## config.mk

```make
export PLATFORM = sky130hd
export DESIGN_NAME = dpll_lock_detect
export DESIGN_NICKNAME = d
export VERILOG_FILES = /design/src/rtl/dpll_lock_detect.sv
export SDC_FILE = /design/constraint.sdc
export NUM_CORES = 1
export LEC_CHECK = 0
export BUFFER_PORTS_ARGS = -buffer_cell sky130_fd_sc_hd__buf_2
export CORE_MARGIN = 3
export CORE_UTILIZATION = 40
export CTS_CLUSTER_DIAMETER = 60
export CTS_CLUSTER_SIZE = 14
export DETAILED_ROUTE_END_ITERATION = 7
export SLEW_MARGIN = 20
export SYNTH_ARGS = -nofsm -noshare
export SYNTH_HDL_FRONTEND = slang
export SYNTH_SLANG_ARGS = --single-unit
```

## constraint.sdc

```tcl
create_clock -name clk -period 10 [get_ports clk]
set_input_delay 2 -clock clk [delete_from_list [all_inputs] [get_ports clk]]
set_output_delay 2 -clock clk [all_outputs]
set_load 0.05 [all_outputs]
```

## src/rtl/dpll_lock_detect.sv

```systemverilog
// dpll_lock_detect
// Lock detector for the DPLL, clocked by the divided feedback clock.
// Each cycle the signed TDC phase error and the change in the DCO control
// word are checked against a phase/frequency window. A run-length state
// machine with hysteresis turns that into a lock flag. Alongside it the
// block keeps a saturating slip counter and the peak |terr| seen since
// lock was last declared.
module dpll_lock_detect #(
  parameter int WIDTH      = 4,
  parameter int DWIDTH     = 13,
  parameter int TOL        = 1,
  parameter int DTOL       = 2,
  parameter int LOCK_CNT   = 64,
  parameter int UNLOCK_CNT = 4,
  parameter int CNT_W      = 8
) (
  input  logic                    clk,
  input  logic                    reset,
  input  logic signed [WIDTH-1:0] terr,
  input  logic [DWIDTH-1:0]       dctrl,
  output logic                    lock,
  output logic [1:0]              state,
  output logic [CNT_W-1:0]        run_cnt,
  output logic [7:0]              slip_count,
  output logic [WIDTH-1:0]        terr_peak
);

  typedef enum logic [1:0] {
    UNLOCKED = 2'd0,
    ACQUIRE  = 2'd1,
    LOCKED   = 2'd2,
    SLIP     = 2'd3
  } state_t;

  localparam logic [CNT_W-1:0]  LOCK_TGT   = CNT_W'(LOCK_CNT);
  localparam logic [CNT_W-1:0]  UNLOCK_TGT = CNT_W'(UNLOCK_CNT);
  localparam logic [WIDTH:0]    TOL_W      = (WIDTH+1)'(TOL);
  localparam logic [DWIDTH:0]   DTOL_W     = (DWIDTH+1)'(DTOL);
  localparam logic [WIDTH:0]    PEAK_MAX   = {1'b0, {WIDTH{1'b1}}};

  state_t                  cur;
  state_t                  nxt;

  // previous control word, and whether it holds a real sample yet
  logic [DWIDTH-1:0]       dctrl_prev;
  logic                    prev_valid;

  // window evaluation
  logic signed [WIDTH:0]   terr_ext;
  logic [WIDTH:0]          terr_mag;
  logic [WIDTH-1:0]        terr_mag_sat;
  logic signed [DWIDTH:0]  dctrl_diff;
  logic [DWIDTH:0]         dctrl_mag;
  logic                    in_win;

  // next-state datapath
  logic [CNT_W-1:0]        cnt_inc;
  logic [CNT_W-1:0]        cnt_nxt;
  logic                    slip_event;
  logic                    peak_load;
  logic                    peak_track;
  logic [WIDTH-1:0]        peak_nxt;
  logic [7:0]              slip_nxt;
  logic                    lock_nxt;

  assign state = cur;

  // Phase and frequency window check; magnitudes carry one extra bit so the
  // most negative terr and the widest dctrl step cannot wrap.
  always_comb begin
    terr_ext   = {terr[WIDTH-1], terr};
    terr_mag   = terr_ext[WIDTH] ? $unsigned(-terr_ext) : $unsigned(terr_ext);
    dctrl_diff = $signed({1'b0, dctrl}) - $signed({1'b0, dctrl_prev});
    dctrl_mag  = dctrl_diff[DWIDTH] ? $unsigned(-dctrl_diff) : $unsigned(dctrl_diff);
    in_win     = prev_valid && (terr_mag <= TOL_W) && (dctrl_mag <= DTOL_W);
    terr_mag_sat = (terr_mag > PEAK_MAX) ? PEAK_MAX[WIDTH-1:0] : terr_mag[WIDTH-1:0];
    cnt_inc    = run_cnt + 1'b1;
  end

  // Next-state and run-counter logic with lock/unlock hysteresis.
  always_comb begin
    nxt        = cur;
    cnt_nxt    = run_cnt;
    slip_event = 1'b0;
    peak_load  = 1'b0;
    unique case (cur)
      UNLOCKED: begin
        cnt_nxt = '0;
        if (in_win) begin
          if (LOCK_CNT == 1) begin
            nxt       = LOCKED;
            peak_load = 1'b1;
          end else begin
            nxt     = ACQUIRE;
            cnt_nxt = CNT_W'(1);
          end
        end
      end
      ACQUIRE: begin
        if (in_win) begin
          if (cnt_inc == LOCK_TGT) begin
            nxt       = LOCKED;
            cnt_nxt   = '0;
            peak_load = 1'b1;
          end else begin
            cnt_nxt = cnt_inc;
          end
        end else begin
          nxt     = UNLOCKED;
          cnt_nxt = '0;
        end
      end
      LOCKED: begin
        cnt_nxt = '0;
        if (!in_win) begin
          if (UNLOCK_CNT == 1) begin
            nxt        = UNLOCKED;
            slip_event = 1'b1;
          end else begin
            nxt     = SLIP;
            cnt_nxt = CNT_W'(1);
          end
        end
      end
      SLIP: begin
        if (!in_win) begin
          if (cnt_inc == UNLOCK_TGT) begin
            nxt        = UNLOCKED;
            cnt_nxt    = '0;
            slip_event = 1'b1;
          end else begin
            cnt_nxt = cnt_inc;
          end
        end else begin
          nxt     = LOCKED;
          cnt_nxt = '0;
        end
      end
      default: begin
        nxt     = UNLOCKED;
        cnt_nxt = '0;
      end
    endcase
  end

  // Output-side next values: peak tracking, slip statistics, lock flag.
  always_comb begin
    peak_track = (cur == LOCKED) || (cur == SLIP);
    peak_nxt   = terr_peak;
    if (peak_load) begin
      peak_nxt = terr_mag_sat;
    end else if (peak_track && (terr_mag_sat > terr_peak)) begin
      peak_nxt = terr_mag_sat;
    end
    slip_nxt = slip_count;
    if (slip_event && (slip_count != 8'hFF)) begin
      slip_nxt = slip_count + 8'd1;
    end
    lock_nxt = (nxt == LOCKED) || (nxt == SLIP);
  end

  // State register and all registered outputs; lock is taken from the
  // next-state value so it always agrees with state in the same cycle.
  always_ff @(posedge clk) begin
    if (reset) begin
      cur        <= UNLOCKED;
      run_cnt    <= '0;
      lock       <= 1'b0;
      slip_count <= '0;
      terr_peak  <= '0;
      dctrl_prev <= '0;
      prev_valid <= 1'b0;
    end else begin
      cur        <= nxt;
      run_cnt    <= cnt_nxt;
      lock       <= lock_nxt;
      slip_count <= slip_nxt;
      terr_peak  <= peak_nxt;
      dctrl_prev <= dctrl;
      prev_valid <= 1'b1;
    end
  end

endmodule

```

==> results.toml <==
[worst_setup_path]
endpoint_kind = "register"
startpoint_type = "primary input"
cp_max_fo = 17
arrival_ps = 5510
crit_required_ps = 10220
setup.worst_path.class = "in -> reg"

[timing]
skew_ps = 8.53
setup_viol = 0
drv_slew = 0
worstMarginPinSlew_ps = 744
hold_violations = 0
rsz0062_at_grt = "false"
slew_headroom_pct = 49.1
setup_tns_ps = 0
finalCriticalPeriod_ps = 5300
post-route-worst-setup-slack_ps = 4700
fmax_ghz = 0.189
fin_crit_sh_pct = 53.0

[die]
die_x_um = 92.8
rows = 31
core_mm2 = 0.00729
dieArea_mm2 = 0.00862
fp.dieH_um = 92.8
start_util_pct = 41.4
pin_count = 42

[yosys]
ys_types = 76
synth_top_area_share_pct = 23.9
synth_nets = 419
synth_enable_flop_cells = 0
synth-compound-area-share_pct = 26.7
ys_top_cells_by_area = "dfxtp_1 24%, ha_1 8.3%, a21oi_1 4.0%, inv_1 3.9%, o21ai_0 3.5%"
yosys.area_share.adder_pct = 8.96
synth_top_family_by_area = "simple AND/OR/NAND/NOR gates"
synthSimpleGateAreaFrac_pct = 27.1
yosys.area_share.xor_xnor_pct = 4.94
async_flop_share_pct = 0
yosys-top-cells-count = "36 x dfxtp_1, 31 x inv_1, 24 x a21oi_1, 21 x nor2_1, 21 x o21ai_0"
yosysSeqAreaShare_pct = 23.9
yosys_warnings = 0
yosysMostFrequentCell = "dfxtp_1"
synth_area_mm2 = 0.00302
ys_seq_elements = 36
yosys.area.top_type = "dfxtp_1"
synthMuxAreaShare_pct = 2.03
ys.flop_type = "dfxtp_1"
netlist_instances = 379
syn_avg_cell_area_um2 = 7.96

[drt]
num_vias = 2769
first_iter_violations = 132
antenna_left = 0
wirelength_um = 6620
dr.pass1.iters = 4
drc_errors = 0
viasPerCell = 5.41
routedWlPerCell_um = 12.9

[finish]
drive_above_1_share_pct = 16.7
fin_cells = 512
postLayoutCoreUtil_pct = 46.3
area_delta_synth_final_pct = 11.9
diodes = 0
final_nets = 452

[global_routing]
grt_use_total_pct = 15.7
grt_pass1_wl_um = 11200
grt_max_degree = 31
grt_overflow = 0
grt_pass1_vias = 2451
antenna_found_initial = 0

[power_and_ir_drop]
p_leak_nw = 1.40
peakVddDrop_mv = 0.0537
power_mw = 0.397
power-per-cell-area_mw_per_mm2 = 118

[clocking]
cts_max_level = 2
ctsHoldBuffers = 0
cts_buffers = 5
cts_buffer_depth = 2
clk_latency_ps = 290
cts_sinks = 36
cts_setup_buffers = 0
clk_pin_slew_worst_paths_ps = 70
cts_root_buf = "clkbuf_8"
cts_resized = 0
cts_tree = "done"

[place]
buffer_ports.inserted = 41
dp_hpwl_um = 5150
place_inst = 504
pre_cts_slack_ps = 4410
place_congestion = 0.904

[status]
status = "finished, final reports clean"

[run]
maxCapViolations = 0

[hold_path]
worstHoldPathType = "reg -> reg"
flip-flops by register name (all words and copies together) (netlist names):
name	count
dctrl_prev	13
run_cnt	8
slip_count	8
terr_peak	4
lock	1
prev_valid	1
state	1
layer usage:
metal  GRT usage (%)  vias up  part of all wire [%]
met2            25.0       31                    45
li1                -     1452                     -
met5               0        -                     0
met1            21.9     1281                    52
met3            2.76        5                   2.4
met4            3.66        0                   1.0
worst max-delay path: stages:
cell	delay (ps)
buf_2	70
inv_1	40
ha_1	210
fa_1	420
nand2b_1	230
a21boi_2	340
o21ai_0	120
a211oi_1	500
and2_1	210
a41oi_1	110
and4_1	290
a31o_4	310
or4_1	510
a21oi_1	140
metrics by stage:
step,instance area (µm²),hold slack (ps)
final,3380,492
after global routing,3380,530
after CTS,3380,497
after detailed placement,3270,486
after global placement,3270,480
after floorplan,3020,698
logic make-up (layout without fill, tap and decap cells):
kind of cell	after synthesis	after routing
XOR/XNOR	17	17
buffers and inverters	46	80
AO/OA/AOI/OAI	110	110
multiplexers	6	6
flip-flops	36	36
adder cells (fa/ha/maj)	21	21
AND/OR/NAND/NOR	143	143
layout by cell type (no fill, tap or decap), types with 3 or more instances in the layout:
cell / count
xor2_1: 9
a211oi_1: 3
mux2i_1: 5
o21ai_0: 21
and3_1: 5
nor3b_1: 3
o211ai_1: 3
nor2b_1: 15
or3_1: 8
nor3_1: 12
nand2_1: 19
nand2b_1: 5
nand4_1: 5
clkbuf_8: 5
dfxtp_1: 36
a21o_1: 5
a211o_1: 4
inv_1: 31
and2_1: 11
nor2_1: 21
nand3_1: 16
buf_2: 41
a21oi_1: 24
o31ai_1: 3
ha_1: 20
or2_2: 3
xnor2_1: 8
o21a_1: 6
and4_1: 3
nor4_1: 3
path summary, 6_finish.rpt:
| kind | startpoint | end | slack [ps] | cells after the start |
|---|---|---|---|---|
| setup / recovery | dctrl[0] | slip_count[4]$_SDFFE_PP0P_ | 4700 | 14 |
| hold / removal | terr_peak[3]$_SDFFE_PP0P_ | terr_peak[3]$_SDFFE_PP0P_ | 490 | 2 |
| setup reg to reg | dctrl_prev[5]$_SDFF_PP0_ | slip_count[4]$_SDFFE_PP0P_ | 6190 | 12 |
| hold reg to reg | terr_peak[3]$_SDFFE_PP0P_ | terr_peak[3]$_SDFFE_PP0P_ | 490 | 2 |
cell type report:
class | count | area (µm²)
multi-input combinational | 297 | 2100
clock buffer | 6 | 72.6
sequential | 36 | 721
clock inverter | 2 | 35.0
timing repair buffer | 41 | 205
tap | 99 | 124
fill | 786 | 3920
inverter | 31 | 116
power breakdown:
group / switching (mW) / internal [mW]
Clock: 0.0552 / 0.0741
Sequential: 0.000854 / 0.146
Combinational: 0.0722 / 0.0488
Total: 0.128 / 0.269
(Power assumes the default switching activity.)
